==> config.mk <==
export PLATFORM = sky130hd
export DESIGN_NAME = pixel_stream_sequencer
export DESIGN_NICKNAME = d
export VERILOG_FILES = /design/src/rtl/pixel_stream_sequencer.sv
export SDC_FILE = /design/constraint.sdc
export NUM_CORES = 1
export LEC_CHECK = 0
export CAP_MARGIN = 20
export CORE_UTILIZATION = 46
export DETAILED_ROUTE_END_ITERATION = 7
export PLACE_DENSITY = 0.79
export SYNTH_ARGS = -nofsm -noshare
export SYNTH_HDL_FRONTEND = slang
export SYNTH_SLANG_ARGS = --single-unit
==> constraint.sdc <==
create_clock -name pclk -period 1.95 [get_ports pclk]
set_input_delay 0.39 -clock pclk [delete_from_list [all_inputs] [get_ports pclk]]
set_output_delay 0.39 -clock pclk [all_outputs]
set_load 0.01 [all_outputs]
==> src/rtl/pixel_stream_sequencer.sv <==
// Walks one frame of image-buffer / weights-ROM addresses, realigns the returned pixels with the
// ROM read latency and sequences the downstream multiply-accumulate lanes up to the result pulse.
module pixel_stream_sequencer #(
   parameter int GRAY_WIDTH      = 8,
   parameter int PIXEL_WIDTH     = 16,
   parameter int PIXEL_COUNT     = 784,
   parameter int INDEX_WIDTH     = 10,
   parameter int ROM_LATENCY     = 1,
   parameter int MAC_LATENCY     = 2,
   parameter int FRAME_CNT_WIDTH = 16
) (
   input  logic                       pclk,
   input  logic                       rst,
   input  logic                       start,
   input  logic                       abort,
   input  logic [GRAY_WIDTH-1:0]      img_rdata,
   output logic [INDEX_WIDTH-1:0]     pixel_index,
   output logic [PIXEL_WIDTH-1:0]     pixel_data,
   output logic                       pixel_valid,
   output logic                       accum_sload,
   output logic                       busy,
   output logic                       result_valid,
   output logic [FRAME_CNT_WIDTH-1:0] frame_count
);

   localparam int DRAIN_CYCLES = ROM_LATENCY + MAC_LATENCY;
   localparam int DRAIN_W      = $clog2(DRAIN_CYCLES + 1);
   localparam logic [INDEX_WIDTH-1:0] LAST_INDEX = INDEX_WIDTH'(PIXEL_COUNT - 1);
   localparam logic [DRAIN_W-1:0]     DRAIN_LAST = DRAIN_W'(DRAIN_CYCLES - 1);

   typedef enum logic [1:0] {
      IDLE,
      ISSUE,
      DRAIN,
      DONE
   } state_t;

   state_t                     state_q;
   logic [INDEX_WIDTH-1:0]     index_q;
   logic [DRAIN_W-1:0]         drain_q;
   logic                       busy_q;
   logic                       result_valid_q;
   logic [FRAME_CNT_WIDTH-1:0] frame_count_q;
   logic [ROM_LATENCY-1:0]     valid_sr_q, valid_sr_d;
   logic [ROM_LATENCY-1:0]     sload_sr_q, sload_sr_d;
   logic                       issue_flag;
   logic                       first_flag;
   logic                       abort_hit;

   assign issue_flag = (state_q == ISSUE);
   assign first_flag = issue_flag && (index_q == '0);
   assign abort_hit  = abort && (state_q != IDLE);

   // The ROM returns data ROM_LATENCY cycles after the address, so the issue flags ride a matching
   // shift register; an abort empties it so no in-flight pixel reaches the accumulators.
   always_comb begin
      valid_sr_d = ROM_LATENCY'({valid_sr_q, issue_flag});
      sload_sr_d = ROM_LATENCY'({sload_sr_q, first_flag});
      if (abort_hit) begin
         valid_sr_d = '0;
         sload_sr_d = '0;
      end
   end

   always_ff @(posedge pclk or negedge rst) begin
      if (!rst) begin
         valid_sr_q <= '0;
         sload_sr_q <= '0;
      end else begin
         valid_sr_q <= valid_sr_d;
         sload_sr_q <= sload_sr_d;
      end
   end

   always_ff @(posedge pclk or negedge rst) begin
      if (!rst) begin
         state_q        <= IDLE;
         index_q        <= '0;
         drain_q        <= '0;
         busy_q         <= 1'b0;
         result_valid_q <= 1'b0;
         frame_count_q  <= '0;
      end else begin
         result_valid_q <= 1'b0;
         if (abort_hit) begin
            state_q <= IDLE;
            index_q <= '0;
            drain_q <= '0;
            busy_q  <= 1'b0;
         end else begin
            case (state_q)
               IDLE: begin
                  index_q <= '0;
                  if (start && !abort) begin
                     state_q <= ISSUE;
                     busy_q  <= 1'b1;
                  end
               end
               ISSUE: begin
                  if (index_q == LAST_INDEX) begin
                     state_q <= DRAIN;
                     index_q <= '0;
                     drain_q <= '0;
                  end else begin
                     index_q <= index_q + INDEX_WIDTH'(1);
                  end
               end
               DRAIN: begin
                  // Hold off the result until the last pixel has passed the ROM and the MAC pipeline.
                  if (drain_q == DRAIN_LAST) begin
                     state_q        <= DONE;
                     busy_q         <= 1'b0;
                     result_valid_q <= 1'b1;
                     frame_count_q  <= frame_count_q + FRAME_CNT_WIDTH'(1);
                  end else begin
                     drain_q <= drain_q + DRAIN_W'(1);
                  end
               end
               DONE: begin
                  state_q <= IDLE;
               end
               default: begin
                  state_q <= IDLE;
               end
            endcase
         end
      end
   end

   assign pixel_index  = index_q;
   assign pixel_valid  = valid_sr_q[ROM_LATENCY-1];
   assign accum_sload  = sload_sr_q[ROM_LATENCY-1];
   assign pixel_data   = pixel_valid ? PIXEL_WIDTH'(img_rdata) : '0;
   assign busy         = busy_q;
   assign result_valid = result_valid_q;
   assign frame_count  = frame_count_q;

endmodule

==> metrics.txt <==
CP endpoint kind output port; switching portion of total power between 30 and 40%; sum of routed wire length over all layers 3.67 mm; std cell rows 22; critical path buffer and inverter count 2; fraction of layout cells with a size suffix above 1 8.90%; end of the worst register-to-register path pixel_index[8]$_DFFE_PN0P_; slowest stage cell, crit path sky130_fd_sc_hd__clkdlybuf4s50_1; max-cap viol count 0; maximum level of the CTS H-tree 2; combinational cell fraction of total power 37.9%; Mean Syn Cell Area 10.4 sq um; reg2reg path depth 7; final net count 256; initial core utilization 49.3%; clk_lat worst skew 280 ps; I/O pin count 58; path category of the worst min-delay check flip-flop to flip-flop; Critical Path Start Type primary input; most used flip-flop cell after synthesis sky130_fd_sc_hd__dfrtp_1; chip width approximately 65 microns; clock tree from TritonCTS done; cell at the root of the clock tree sky130_fd_sc_hd__clkbuf_8; number of buffers inserted by post-CTS setup repair 0; hold buffers post-CTS 0; internal power summed over all cells 0.00169 W; overall global routing resource usage 19.5%; Arr. time, crit path 1500 ps; DRC errors left 0; die area 4270 sq um; Antenna Violating Nets Remaining 0; slowest cell delay on critical path 540 ps; count of state elements after synthesis 34; Num CTS Buffers 5; max frequency 529 MHz; CORE AREA 3740 sq um; end-of-flow core utilization 66.9%; origin of the worst min-delay path frame_count[15]$_DFFE_PN0P_; cell taking the most area after synthesis sky130_fd_sc_hd__dfrtp_1; data required time of the worst path 1560 ps; unrepaired setup endpoints after global routing false; IR drop worst, VDD 0.463 mV; top cell types by occurrence after synthesis sky130_fd_sc_hd__dfrtp_1 (34), sky130_fd_sc_hd__nand2_1 (16), sky130_fd_sc_hd__xnor2_1 (16); largest cells by area after synthesis sky130_fd_sc_hd__dfrtp_1 (46%), sky130_fd_sc_hd__xnor2_1 (7.6%), sky130_fd_sc_hd__ha_1 (5.4%), sky130_fd_sc_hd__and2_1 (3.4%), sky130_fd_sc_hd__xor2_1 (3.3%); number of sinks driven by the clock tree 34; final count of pins violating max slew 0; family of cells with the greatest summed delay on the critical path buffers and inverters; final setup fails 0; Compound-Gate Fraction of Synth Area 6.64%; startpoint of the most critical register-to-register path state_q[1]$_DFFE_PN0P_; routed length per placed instance 12.9 microns; number of antenna violations at the first check in global routing 0; Synth Area in Adders 5.42%; area of the mapped netlist 1850 sq um; reg-to-reg slack, setup 220 ps; switching component of the power 0.000835 W; main combinational cell family by area after synthesis simple AND/OR/NAND/NOR gates; EDFF count, synth 0; Initial DRC Count 38; sum of negative setup slack 0 ps; path type of the worst setup path primary input to output port; via count of the first global-routing pass 1351; half-perimeter wire length of the detailed placement result 2.71 mm; cell with the most instances on the worst path sky130_fd_sc_hd__clkdlybuf4s50_1; clk slew on worst S/H paths around 70 ps; fraction of synthesized area in multiplexers 1.69%; leakage power approximately 1.1 nW; port buffer count just under 50; most instantiated library cell after synthesis sky130_fd_sc_hd__dfrtp_1; sequential group share of total power roughly 37%; power share of the clock group 25.5%; DIE HEIGHT between 60 and 70 microns; cts repair resizes 0; cell count after synthesis 178; overall overflow remaining after global route 0; synth warn 0; Design Power 0.00253 W; number of iterations in the first detailed-routing pass 4; part of the Yosys area used for sequential elements 46.1%; ordered list of cells on the worst path clkdlybuf4s50_1 -> and2_1 -> clkdlybuf4s50_1; ANT cells 0; proportion of register bits with asynchronous set or reset after synthesis 100%; Max Root-Sink Buffers 2; mean number of vias per cell 5.07; largest net degree at the start of global routing 35; fraction of synthesized cell area in xor and xnor cells ~11%; run status finished clean; Final period util a little over nine tenths; filler cell count in the final layout 310; simple-gate share of the synthesized area 23.8%; number of vias in the routed layout 1439; maximum fanout encountered on the critical timing path 1; global-route wire length before repair ~6 mm; hold-critical path endpoint frame_count[15]$_DFFE_PN0P_; Distinct cells, synth 37; PD cells 1010 nW/um^2; Hold Crit Depth 1; P&R area growth vs syn 35.7%; worst clock skew on the final layout 5.72 ps; fraction of synthesized cell area taken by the top area cell type between 40 and 50%; Final GP Congestion roughly 0.77; clock period minus final worst setup slack 1890 ps; Hold Fails Final Rpt 0
how the worst max path moves through the flow:
| stage | startpoint | slack [ps] | cells past startpoint | end |
|---|---|---|---|---|
| 2_1_floorplan | state_q[0]$_DFFE_PN0P_ | 330 | 5 | frame_count[1]$_DFFE_PN0P_ |
| 3_3_place_gp | abort | 50 | 4 | frame_count[1]$_DFFE_PN0P_ |
| 3_5_place_dp | abort | 8 | 4 | frame_count[1]$_DFFE_PN0P_ |
| 4_1_cts | img_rdata[5] | 40 | 3 | pixel_data[5] |
| 5_1_grt | img_rdata[5] | 10 | 3 | pixel_data[5] |
| 6_report | img_rdata[5] | 60 | 3 | pixel_data[5] |
layout by cell type, fill, tap and decap left out, types with 4 or more instances in the layout:
| master | Yosys | routed |
|---|---|---|
| sky130_fd_sc_hd__clkdlybuf4s50_1 | 0 | 49 |
| sky130_fd_sc_hd__dfrtp_1 | 34 | 34 |
| sky130_fd_sc_hd__nand2_1 | 16 | 16 |
| sky130_fd_sc_hd__xnor2_1 | 16 | 16 |
| sky130_fd_sc_hd__nor2_1 | 13 | 13 |
| sky130_fd_sc_hd__nand3_1 | 11 | 11 |
| sky130_fd_sc_hd__and2_1 | 10 | 10 |
| sky130_fd_sc_hd__conb_1 | 1 | 8 |
| sky130_fd_sc_hd__inv_1 | 7 | 7 |
| sky130_fd_sc_hd__xor2_1 | 7 | 7 |
| sky130_fd_sc_hd__ha_1 | 8 | 7 |
| sky130_fd_sc_hd__clkbuf_8 | 0 | 6 |
| sky130_fd_sc_hd__and4_1 | 5 | 5 |
| sky130_fd_sc_hd__buf_4 | 8 | 5 |
| sky130_fd_sc_hd__and3_1 | 4 | 4 |
| sky130_fd_sc_hd__nand4_1 | 4 | 4 |
| sky130_fd_sc_hd__a21oi_1 | 4 | 4 |
registers in the layout (all words and copies together) (netlist names):
signal and cells:
result_valid 1, pixel_valid 1, state_q 2, frame_count 16
drain_q 2, accum_sload 1, pixel_index 10, busy 1
stage by stage:
stage / instances / setup WS (ps) / hold slack [ps] / instance area (sq um)
global route: 284 / 15.0 / 498 / 2500
CTS: 284 / 39.9 / 483 / 2500
floorplan: 185 / 329 / 94.4 / 1870
global placement: 277 / 49.0 / 470 / 2390
finish: 284 / 58.8 / 481 / 2500
detailed placement: 277 / 8.06 / 474 / 2390
metal layers:
layer	wire (microns)	vias to the layer above	GRT usage [%]
met5	0	-	0
met4	75	0	8.97
met3	245	6	5.03
met2	1690	55	31.6
met1	1660	668	24.2
li1	-	710	-
final cells by class:
type	count	area, sq um	share of cell area [%]
Clock inverter	1	30.0	1.20
Timing Repair Buffer	54	528	21.1
Tap cell	48	60.1	2.40
Multi-Input combinational cell	134	927	37.0
Sequential cell	34	851	34.0
Inverter	7	26.3	1.05
Clock buffer	6	82.6	3.30
cell families after synthesis:
| kind of cell | Yosys count |
|---|---|
| other | 1 |
| flip-flops | 34 |
| AO/OA/AOI/OAI | 17 |
| XOR/XNOR | 23 |
| AND/OR/NAND/NOR | 75 |
| adder cells (fa/ha/maj) | 8 |
| buffers and inverters | 17 |
| multiplexers | 3 |
power by group through the flow:
stage	logic [W]	clock network, W	registers, W
3_5_place_dp	0.000960	0	0.000937
4_1_cts	0.000959	0.000657	0.000928
3_3_place_gp	0.000931	0	0.000934
2_1_floorplan	0.000552	0	0.000952
5_1_grt	0.00106	0.000696	0.000949
6_report	0.000959	0.000645	0.000926
No activity file was read; power rests on OpenSTA's default activity.
